[src/rtl/piso_serializer.sv]
// Parallel-in/serial-out stage with valid/ready load handshake, one bit per clock on sout.
// Optional even-parity bit after each word: define PISO_SERIALIZER_PARITY_EN.
module piso_serializer #(
  parameter int unsigned WIDTH     = 8,
  parameter bit          MSB_FIRST = 1'b1
) (
  input  logic             clk,
  input  logic             rst,
  input  logic [WIDTH-1:0] din,
  input  logic             load_valid,
  output logic             load_ready,
  output logic             sout,
  output logic             sout_valid,
  output logic             busy,
  output logic             done
);

  localparam int unsigned CW = (WIDTH > 1) ? $clog2(WIDTH) : 1;
  localparam logic [CW-1:0] LAST      = CW'(WIDTH - 1);
  localparam logic [CW-1:0] NEXT_LAST = CW'(WIDTH - 2);

`ifdef PISO_SERIALIZER_PARITY_EN
  typedef enum logic [1:0] {IDLE, SHIFT, PARITY} state_t;
`else
  typedef enum logic [1:0] {IDLE, SHIFT} state_t;
`endif

  state_t           state;
  logic [CW-1:0]    cnt;
  logic [WIDTH-1:0] shreg;
  logic [WIDTH-1:0] next_sh;
  logic             accept;
`ifdef PISO_SERIALIZER_PARITY_EN
  logic             par;
`endif

  function automatic logic head(input logic [WIDTH-1:0] w);
    return MSB_FIRST ? w[WIDTH-1] : w[0];
  endfunction

  assign accept  = load_valid && load_ready;
  assign next_sh = MSB_FIRST ? {shreg[WIDTH-2:0], 1'b0} : {1'b0, shreg[WIDTH-1:1]};

  // Outputs are registered: each edge computes what the following cycle presents.
  always_ff @(posedge clk) begin
    if (rst) begin
      state      <= IDLE;
      cnt        <= '0;
      shreg      <= '0;
      sout       <= 1'b0;
      sout_valid <= 1'b0;
      busy       <= 1'b0;
      done       <= 1'b0;
      load_ready <= 1'b0;
`ifdef PISO_SERIALIZER_PARITY_EN
      par        <= 1'b0;
`endif
    end else if (accept) begin
      // Accept is only possible from IDLE or a word's final cycle, so it always starts a fresh word.
      state      <= SHIFT;
      cnt        <= '0;
      shreg      <= din;
      sout       <= head(din);
      sout_valid <= 1'b1;
      busy       <= 1'b1;
      done       <= 1'b0;
      load_ready <= 1'b0;
`ifdef PISO_SERIALIZER_PARITY_EN
      par        <= ^din;
`endif
    end else begin
      case (state)
        SHIFT: begin
          if (cnt == LAST) begin
`ifdef PISO_SERIALIZER_PARITY_EN
            state      <= PARITY;
            sout       <= par;
            sout_valid <= 1'b1;
            busy       <= 1'b1;
            done       <= 1'b1;
            load_ready <= 1'b1;
`else
            state      <= IDLE;
            cnt        <= '0;
            sout       <= 1'b0;
            sout_valid <= 1'b0;
            busy       <= 1'b0;
            done       <= 1'b0;
            load_ready <= 1'b1;
`endif
          end else begin
            cnt        <= cnt + CW'(1);
            shreg      <= next_sh;
            sout       <= head(next_sh);
            sout_valid <= 1'b1;
            busy       <= 1'b1;
`ifdef PISO_SERIALIZER_PARITY_EN
            done       <= 1'b0;
            load_ready <= 1'b0;
`else
            done       <= (cnt == NEXT_LAST);
            load_ready <= (cnt == NEXT_LAST);
`endif
          end
        end
        default: begin
          state      <= IDLE;
          cnt        <= '0;
          sout       <= 1'b0;
          sout_valid <= 1'b0;
          busy       <= 1'b0;
          done       <= 1'b0;
          load_ready <= 1'b1;
        end
      endcase
    end
  end

endmodule

[config.mk]
export PLATFORM = sky130hd
export DESIGN_NAME = piso_serializer
export DESIGN_NICKNAME = d
export VERILOG_FILES = /design/src/rtl/piso_serializer.sv
export SDC_FILE = /design/constraint.sdc
export NUM_CORES = 1
export LEC_CHECK = 0
export ABC_AREA = 1
export CORE_MARGIN = 3
export CORE_UTILIZATION = 48
export CTS_CLUSTER_DIAMETER = 100
export DETAILED_ROUTE_END_ITERATION = 12
export PLACE_DENSITY_LB_ADDON = 0.15
export SETUP_SLACK_MARGIN = 0.2
export SYNTH_ARGS = -nofsm -noshare
export SYNTH_HDL_FRONTEND = slang
export SYNTH_SLANG_ARGS = --single-unit
[constraint.sdc]
create_clock -name clk -period 1.3 [get_ports clk]
set_input_delay 0.26 -clock clk [delete_from_list [all_inputs] [get_ports clk]]
set_output_delay 0.26 -clock clk [all_outputs]
set_load 0.005 [all_outputs]
; ---- Word-level counts from Yosys, hierarchy flattened
; Cells that the tools add are included.
[totals]
register_bits = 15
latch_bits = 0
ram_bits = 0
romBits = 0
input_bits = 11
output_inout_bits = 5
word_cells = 32
n_memories = 0
[op_classes]
addsub = 1
multipliers = 0
div = 0
n_lt_le_gt_ge = 0
n_eq_ne = 4
shift = 0
muxes = 14
n_bitwise = 1
n_reduce_logical = 5
[ops]
columns = op, count
row1 = $mux W7, 3
row2 = $mux W1, 11
row3 = $eq A3 B3 Y1 const B, 2
row4 = $reduce_or A4 Y1, 1
row5 = $add A3 B1 Y3 const B, 1
row6 = $ne A3 B3 Y1 const B, 1
row7 = $ne A2 B2 Y1 const B, 1
row8 = $reduce_and A2 Y1, 1
row9 = $reduce_bool A2 Y1, 1
row10 = $reduce_or A2 Y1, 1
row11 = $logic_and A1 B1 Y1, 1
row12 = $not A1 Y1, 1

; ---- Logic depth before layout (Yosys ltp)
; Gate-level depths: netlist (run 1).
[logic_depth]
word_depth = 4
mapped_depth = 7
ltp_nobuf = 7

; ---- Worst setup path after synthesis (run 1)
; No wires, ideal clock.
[synth_timing]
path_kind = reg-to-reg
from = register cnt[0]
to = register load_ready
setup_time_ps = 124
arrival_ps = 1100
required_ps = 1176
setup_slack_ps = 77
path_stages_with_launch = 8
n_path_buf = 1
synth_period_minus_slack_ps = 1223
cell_sequence = dfxtp_1 ha_1 ha_1 inv_1 nand2_1 buf_6 a21oi_1 nor3_2
[synth_between]
elab_chain_cells = 3
elab_cells_between_ends = 4
cone_classes = eq/ne: 2 / mux: 2
[synth_lines]
columns = item, line
row1 = "start, declared", 29  ; logic [CW-1:0] cnt;
row2 = "start signal, assigned", 92  ; cnt <= cnt + CW'(1);
row3 = "$eq A3 B3 Y1, on equally long branches", "102, 74"
row4 = $mux W1 *, 74  ; if (cnt == LAST) begin
row5 = $mux W1 *, 72  ; case (state)
row6 = "end signal, assigned", 102  ; load_ready <= (cnt == NEXT_LAST);
row7 = "end, declared", 11  ; output logic load_ready,
; Every way passes the cells marked *; elsewhere a longest branch is shown, timed or not.
; A chain may end at the register's enable or synchronous reset.

; ---- Final worst setup path (run 1)
[layout_timing]
from = register cnt[1]
to = register shreg[4]
[layout_between]
elab_chain_cells = 3
[layout_lines]
columns = item, line
row1 = $eq A3 B3 Y1, 74
row2 = $ne A2 B2 Y1 (no source line), --
row3 = $reduce_and A2 Y1 (no source line), --
row4 = "end signal, assigned", 62  ; shreg <= din;
row5 = "end signal, assigned", 93  ; shreg <= next_sh;
row6 = "end, declared", 30  ; logic [WIDTH-1:0] shreg;
; No other way between the ends.

==> impl_metrics.csv, run 1 <==
group,metric,value,unit
drt,wl,1.31,mm
setup_path,cpMostUsedCell,"ha_4",
layout,syn_to_final_growth,37.4,%
worst_hold_path,hold_class,"reg2reg",
layout,multi_input_area,415,um2
yosys,synthesis.area,767,um2
flow_run,max_cap_viol_count,0,
floorplanning,die_h,46.0,um
setup_path,critPathLaunchType,"flip-flop",
timing,rsz0062_at_grt,"true",
drt,via_count,595,
layout,diodes,0,
setup_path,path_buf_inv,2,
run_status,outcome,"finished clean",
clock_network,cts_buffers,3,
global_route,track_usage,0.154,
setup_path,crit_required,1.52,ns
setup_path,cpLargestDelayFamily,"flip-flops",
global_route,grt_pass1_vias,588,
place,gp_congestion,0.743,
clock_network,cts_tree,"built",
power_and_ir_drop,total_power,933,uW
clock_network,root_buffer,"clkbuf_4",
floorplanning,start_util,0.548,
setup_path,cp_data_arrival_time,1.38,ns
timing,whs,0.472,ns
clock_network,cts_buffer_depth,2,
yosys,avgSynthCellArea,9.13,um2
yosys,synth.distinct_cells,19,
clock_network,cts_max_level,1,
layout,seqCellArea,305,um2
setup_path,critPathKind,"reg2reg",
layout,drive_above_1_share,0.431,
setup_path,crit_fanout,8,
yosys,ys_ff_latch,15,
layout,fin_area,1050,um2
yosys,synth_cells,84,
setup_path,reg2reg_setup_slack,0.14,ns
setup_path,slowest_delay,0.36,ns
timing,clock_skew,0.00776,ns
timing,fmax,860,MHz
drt,ant_nets,0,
floorplanning,dieArea,2110,um2
layout,nets,124,
drt,drc,0,
clock_network,holdBufCountCts,0,
floorplanning,coreArea,1400,um2
global_route,overflow,0,
layout,num-fill-cells,117,
floorplanning,die_w,46.0,um
place,portBuffers,15,
timing,hold_violations,0,
power_and_ir_drop,p_leak,0.000417,uW
timing,fin_crit_sh,0.894,
drt,wl_per_cell,10.6,um
setup_path,critPathSlowestCell,"dfxtp_2",
global_route,grt_max_degree,15,
place,dp_hpwl,1.03,mm
place,post-place-ws,-0.145,ns
drt,drt_iter0_markers,17,
place,postPlaceCellArea,978,um2
timing,post-route-min-period,1.16,ns
clock_network,cts.sinks,15,
timing,slew_viol_final,0,
layout,utilization,0.753,
floorplanning,boundaryPins,16,
yosys,yosysWarnings,0,
timing,tightest_slew,0.232,ns
power_and_ir_drop,vdd.ir_drop.worst,624,uV
floorplanning,num_rows,13,
setup_path,path_cells,"ha_4 -> ha_4 -> inv_4 -> nand2_4 -> buf_8 -> nand3_2 -> a21oi_2",
yosys,ys_seq_area_frac,0.392,
yosys,syn-num-nets,98,
setup_path,critPathCaptureType,"flip-flop",
timing,setup_viol,0,
drt,viasPerCell,4.80,
timing,fin_ws,0.137,ns
clock_network,clkLatencyLatePin,0.28,ns
timing,max_slew_margin,0.845,
drt,firstDrtPassIters,4,
clock_network,path_clk_slew,0.09,ns
global_route,antenna_found_initial,0,
global_route,grt_pass1_wl,2.33,mm
power_and_ir_drop,p_per_area,885,nW/um2
==> logic make-up (layout without fill, tap and decap cells) <==
logic type / Yosys count / count (layout) / synth area share
fa+ha+maj: 3 / 3 / 0.0489
buf+inv: 12 / 37 / 0.132
simple gates: 43 / 43 / 0.321
compound gates: 11 / 11 / 0.106
flops: 15 / 15 / 0.392
==> where the power goes <==
| group | switching, uW | total, uW | leakage (uW) | internal (uW) |
|---|---|---|---|---|
| Sequential | 11.3 | 489 | 0.000123 | 478 |
| Combinational | 92.5 | 192 | 0.000276 | 99.4 |
| Clock | 138 | 252 | 0.0000177 | 114 |
==> sequential cells by signal (all words and copies together) (netlist names) <==
name,count
busy,1
state,1
done,1
cnt,3
shreg,7
load_ready,1
sout,1
==> area by class of cell <==
class                   instances  area share
well taps                      15      0.0178
inverters                       6      0.0356
flip-flops and latches         15       0.290
clock buffers                   3      0.0214
multi-input cells              57       0.394
repair buffers                 27       0.236
clock inverters                 1     0.00475
==> what timing repair did <==
item / 4_1_cts / 5_1_grt
resized for setup: 16 / 7
setup buffers: 0 / 2
setup endpoints to repair: 18 / 17
pin swaps: 4 / 6
==> synthesized netlist by cell type <==
cell type	number	area (um2)
a21oi_2	7	61.3
nand2_1	21	78.8
dfxtp_1	15	300
inv_1	5	18.8
o21ai_1	1	5.00
nand3_2	7	70.1
a21oi_1	3	15.0
buf_2	1	5.00
nand2_8	1	20.0
clkinv_8	1	16.3
ha_1	3	37.5
nor3_2	1	10.0
buf_6	3	33.8
nand4_1	1	6.26
buf_12	1	20.0
nand2_4	1	11.3
nor2_1	4	15.0
buf_4	1	7.51
nand3_1	7	35.0
==> through the flow <==
stage,setup TNS [ns],std cells
2_1_floorplan,0,84
3_3_place_gp,-0.894,118
3_5_place_dp,-1.35,118
4_1_cts,0,122
5_1_grt,0,124
6_report,0,124
==> worst paths after layout <==
check                start  endpoint  cells past startpoint
setup reg to reg    cnt[1]  shreg[4]                      7
hold reg to reg   shreg[1]  shreg[1]                      2
hold / removal    shreg[1]  shreg[1]                      2
setup / recovery    cnt[1]  shreg[4]                      7
==> layer usage <==
metal  GRT usage  share of wire
met1       0.193           0.43
met2       0.236           0.50
met3      0.0593          0.063
met4      0.0568              0
met5           0              0
==> layout by cell type (no fill, tap or decap), drive strengths merged <==
master,n
nand3,14
clkbuf,4
a21oi,10
clkdlybuf4s15,4
clkdlybuf4s50,9
nor2,4
dlymetal6s2s,1
buf,12
inv,5
clkinv,2
dfxtp,15
nand2,23
o21ai,1
nand4,1
nor3,1
ha,3
==> tightest hold or removal path, cell delays in order, from the launching register on <==
cell     delay [ns]
dfxtp_1        0.33
nand3_2        0.07
a21oi_2        0.04
Note: power is estimated with default switching activity, not from simulation.
==> run 2, diff against run 1 <==
Settings changed: CORE_MARGIN 3 to 4.
==> run 2 against run 1 <==
Clock skew barely moved. Largest power group unchanged. Die area is 8.9% higher. Critical endpoint is now sout. Largest cell class unchanged. Cell area is 2.3% lower.
==> impl_metrics.csv, run 2 (same netlist as run 1, synthesis figures left out) <==
group,metric,value,unit
global_route,grt_max_degree,14,
layout,utilization,0.684,
drt,ant_nets,0,
layout,num-fill-cells,125,
setup_path,critPathSlowestCell,"dfxtp_2",
setup_path,cpMostUsedCell,"ha_4",
place,portBuffers,15,
floorplanning,boundaryPins,16,
timing,rsz0062_at_grt,"true",
layout,largest_register_ffs,7,
global_route,overflow,0,
drt,viasPerCell,4.84,
timing,clock_skew,0.00793,ns
layout,reg.largest.list,"shreg x7, cnt x3",
place,post-place-ws,-0.125,ns
timing,hold_violations,0,
setup_path,critPathCaptureType,"flip-flop",
layout,top_register,"shreg",
drt,drc,0,
clock_network,root_buffer,"clkbuf_4",
flow_run,max_cap_viol_count,0,
timing,slew_viol_final,0,
clock_network,cts_buffer_depth,2,
layout,drive_above_1_share,0.491,
global_route,grt_pass1_vias,585,
clock_network,cts_buffers,3,
drt,via_count,600,
setup_path,r2r_end,"sout",
timing,max_slew_margin,0.854,
setup_path,cp_data_arrival_time,1.36,ns
clock_network,cts.sinks,15,
drt,wl,1.39,mm
worst_hold_path,holdPathEnd,"sout",
power_and_ir_drop,vdd.ir_drop.worst,961,uV
run_status,outcome,"finished clean",
worst_hold_path,hold_class,"reg2reg",
setup_path,rr_startpoint,"cnt[1]",
timing,setup_viol,0,
worst_hold_path,holdPathStages,2,
layout,nets,123,
floorplanning,coreArea,1510,um2
global_route,track_usage,0.159,
worst_hold_path,min-delay-start,"shreg[6]",
power_and_ir_drop,p_leak,0.000403,uW
layout,final_cell_mix,"nand2_1 (15), dfxtp_1 (11), a21oi_2 (10)",
layout,syn_to_final_growth,34.3,%
drt,firstDrtPassIters,3,
timing,fmax,877,MHz
timing,fin_ws,0.160,ns
clock_network,cts_max_level,1,
layout,final_common_cell,"nand2_1",
clock_network,path_clk_slew,0.09,ns
place,dp_hpwl,1.06,mm
timing,post-route-min-period,1.14,ns
timing,tightest_slew,0.218,ns
floorplanning,num_rows,14,
floorplanning,die_h,48.0,um
global_route,antenna_found_initial,0,
layout,diodes,0,
setup_path,slowest_delay,0.34,ns
timing,fin_crit_sh,0.877,
global_route,grt_pass1_wl,2.50,mm
floorplanning,start_util,0.509,
setup_path,rr_worst_depth,5,
floorplanning,die_w,48.0,um
clock_network,cts_tree,"built",
setup_path,reg2reg_setup_slack,0.16,ns
setup_path,crit_required,1.52,ns
clock_network,holdBufCountCts,0,
setup_path,path_cells,"ha_4 -> ha_4 -> inv_4 -> nand4_1 -> o21ai_1",
setup_path,crit_fanout,5,
drt,drt_iter0_markers,8,
drt,wl_per_cell,11.2,um
clock_network,clkLatencyLatePin,0.28,ns
place,gp_congestion,0.832,
setup_path,critPathKind,"reg2reg",
floorplanning,dieArea,2300,um2
setup_path,critPathLaunchType,"flip-flop",
power_and_ir_drop,p_per_area,909,nW/um2
## run 2: cell types whose count changed in the layout (fill, tap and decap cells not counted), sizes merged
cell	delta
clkinv	-1
clkdlybuf4s15	-4
buf	-1
dlygate4sd2	+1
dlymetal6s2s	-1
clkbuf	+5
## run 2: worst max-delay path: cells and delay by family, from the launching register on
kind / cells / cell delay (ns)
flops: 1 / 0.34
fa+ha+maj: 2 / 0.31
compound gates: 1 / 0.18
simple gates: 1 / 0.19
buf+inv: 1 / 0.05
## run 2: metal layers
| metal | vias up | global-route usage | wire, um |
|---|---|---|---|
| met2 | 14 | 0.256 | 661 |
| met1 | 260 | 0.190 | 608 |
| met5 | - | 0 | 0 |
| met4 | 0 | 0.0323 | 14 |
| met3 | 2 | 0.0827 | 101 |
| li1 | 324 | - | - |
## run 2: what timing repair did
action,4_1_cts,5_1_grt
setup endpoints to repair,19,19
setup buffers,1,0
gates resized for setup,23,7
pin swaps,7,2
## run 2: layout make-up
type / instances / area, um2 / area share
Clock buffer: 4 / 26.3 / 0.0255
Timing Repair Buffer: 26 / 214 / 0.208
Sequential cell: 15 / 305 / 0.296
Inverter: 6 / 37.5 / 0.0365
Tap cell: 16 / 20.0 / 0.0194
Multi-Input combinational cell: 57 / 427 / 0.414
## run 2: through the flow
step	setup TNS [ns]	power, uW	hold slack, ns	std cells	instance area, um2
after floorplan	0	612	0.395	84	801
after global placement	-0.952	675	0.429	119	980
after detailed placement	-1.18	678	0.437	119	980
after CTS	0	951	0.480	124	1050
after global routing	0	998	0.481	124	1030
final	0	936	0.464	124	1030
## run 2: worst max path at each step
stage                          start         end  cells past startpoint
final                         cnt[1]        sout                      5
after CTS                     cnt[1]        sout                      5
after detailed placement  load_valid    shreg[3]                      6
after global placement    load_valid    shreg[6]                      6
after global routing          cnt[1]        sout                      5
after floorplan               cnt[0]  load_ready                      7
## run 2: power breakdown
part	internal, uW	switching [uW]
combinational	93.3	96.2
clock	119	139
sequential	478	11.3
==> run 3, diff against run 2 <==
Settings changed: CORE_MARGIN 4 to not set, SLEW_MARGIN set to 20.
==> run 3 against run 2 <==
Sequential power hardly changed. Clock-buffer cell count down 1. First-iteration DRC count grew 13%. Fmax shrank 1.8%. Power is 1.4% higher. Sequential share of layout area up 0.40 points. Die area decreased by 23%. Largest power group unchanged.
==> impl_metrics.csv, run 3 (same netlist as run 1, synthesis figures left out) <==
group,metric,value,unit
setup_path,critPathCaptureType,"flip-flop",
setup_path,slowest_delay,0.35,ns
place,postPlaceCellArea,972,um2
setup_path,cp_data_arrival_time,1.38,ns
timing,post-route-min-period,1.16,ns
floorplanning,start_util,0.509,
floorplanning,die_h,42.0,um
place,portBuffers,15,
place,gp_congestion,0.738,
layout,fin_area,1020,um2
worst_hold_path,hold_class,"reg2reg",
setup_path,path_buf_inv,1,
layout,nets,122,
clock_network,cts_tree,"built",
global_route,grt_pass1_wl,2.57,mm
run_status,outcome,"finished clean",
setup_path,startpoint,"cnt[0]",
setup_path,endpoint,"sout",
timing,fin_crit_sh,0.893,
drt,firstDrtPassIters,3,
layout,diodes,0,
drt,wl,1.47,mm
setup_path,crit_cells,5,
floorplanning,coreArea,1510,um2
setup_path,crit_fanout,5,
floorplanning,die_w,42.0,um
layout,largest_register_ffs,7,
layout,syn_to_final_growth,32.5,%
timing,tightest_slew,0.218,ns
clock_network,path_clk_slew,0.10,ns
drt,viasPerCell,4.91,
drt,ant_nets,0,
setup_path,reg2reg_setup_slack,0.14,ns
timing,hold_violations,0,
drt,drc,0,
setup_path,critPathKind,"reg2reg",
drt,drt_iter0_markers,9,
timing,rsz0062_at_grt,"true",
power_and_ir_drop,p_per_area,935,nW/um2
power_and_ir_drop,vdd.ir_drop.worst,602,uV
clock_network,cts_buffer_depth,2,
floorplanning,dieArea,1760,um2
setup_path,cpLargestDelayFamily,"flip-flops",
setup_path,critPathSlowestCell,"dfxtp_2",
floorplanning,num_rows,14,
timing,fmax,861,MHz
timing,slew_viol_final,0,
setup_path,r2r_end,"sout",
setup_path,rr_worst_depth,5,
clock_network,cts_buffers,3,
clock_network,root_buffer,"clkbuf_4",
global_route,track_usage,0.196,
layout,multi_input_area,415,um2
floorplanning,boundaryPins,16,
global_route,busiest_layer,"met2",
layout,seqCellArea,305,um2
power_and_ir_drop,total_power,950,uW
layout,drive_above_1_share,0.458,
global_route,grt.met1_usage,0.250,
global_route,overflow,0,
global_route,antenna_found_initial,0,
place,dp_hpwl,1.01,mm
power_and_ir_drop,p_leak,0.000400,uW
flow_run,max_cap_viol_count,0,
setup_path,path_cells,"ha_4 -> ha_4 -> inv_4 -> nand4_1 -> o21ai_1",
setup_path,critPathLaunchType,"flip-flop",
layout,final_cell_mix,"nand2_1 (18), dfxtp_1 (11), a21oi_2 (9), clkdlybuf4s50_1 (9)",
clock_network,clkLatencyLatePin,0.28,ns
layout,num-fill-cells,125,
layout,reg.largest.list,"shreg x7, cnt x3",
global_route,gr-usage-met3,0.0647,
layout,final_common_cell,"nand2_1",
timing,whs,0.452,ns
layout,top_register,"shreg",
global_route,grt_pass1_vias,600,
drt,wl_per_cell,12.0,um
global_route,grt_max_degree,15,
setup_path,rr_startpoint,"cnt[0]",
timing,clock_skew,0.00216,ns
drt,via_count,604,
timing,max_slew_margin,0.854,
setup_path,crit_required,1.52,ns
timing,setup_viol,0,
clock_network,cts_max_level,1,
global_route,grtUsageMet2,0.306,
setup_path,cpMostUsedCell,"ha_4",
clock_network,cts.sinks,15,
run 3: stage by stage:
stage	util	worst slack, ns	setup TNS (ns)	instances
2_1_floorplan	-	0.187	0	84
3_3_place_gp	0.645	-0.105	-0.937	118
3_5_place_dp	0.645	-0.114	-1.17	118
4_1_cts	0.687	0.134	0	123
5_1_grt	0.674	0.0420	0	123
6_report	0.674	0.139	0	123
run 3: worst min-delay path by stage:
stage	start	to	slack, ns	depth (start not counted)
6_report	cnt[0]	cnt[0]	0.45	1
3_3_place_gp	cnt[0]	cnt[0]	0.43	1
5_1_grt	cnt[0]	cnt[0]	0.48	1
3_5_place_dp	cnt[0]	cnt[0]	0.44	1
4_1_cts	cnt[0]	cnt[0]	0.45	1
2_1_floorplan	din[0]	shreg[0]	0.39	2
run 3: power by group:
group | total [uW] | switching, uW | internal, uW
registers | 489 | 11.7 | 478
clock network | 274 | 160 | 114
logic | 187 | 94.9 | 91.7
total | 950 | 267 | 684
run 3: final cells by class:
| type | count | area share |
|---|---|---|
| multi-input cells | 57 | 0.409 |
| flip-flops and latches | 15 | 0.300 |
| repair buffers | 25 | 0.207 |
| inverters | 6 | 0.0369 |
| clock buffers | 3 | 0.0222 |
| well taps | 16 | 0.0197 |
| clock inverters | 1 | 0.00493 |
run 3: what timing repair did:
action	4_1_cts	5_1_grt
endpoints found under the setup margin	19	20
gates cloned	1	0
pin swaps	6	1
buffers inserted	0	0
gates resized for setup	20	8
hold buffers	0	0
run 3: routing by layer:
layer  part of all wire  up-vias
met3              0.040        2
li1                   -      318
met4             0.0075        0
met2               0.46       11
met1               0.49      273
met5                  0        -
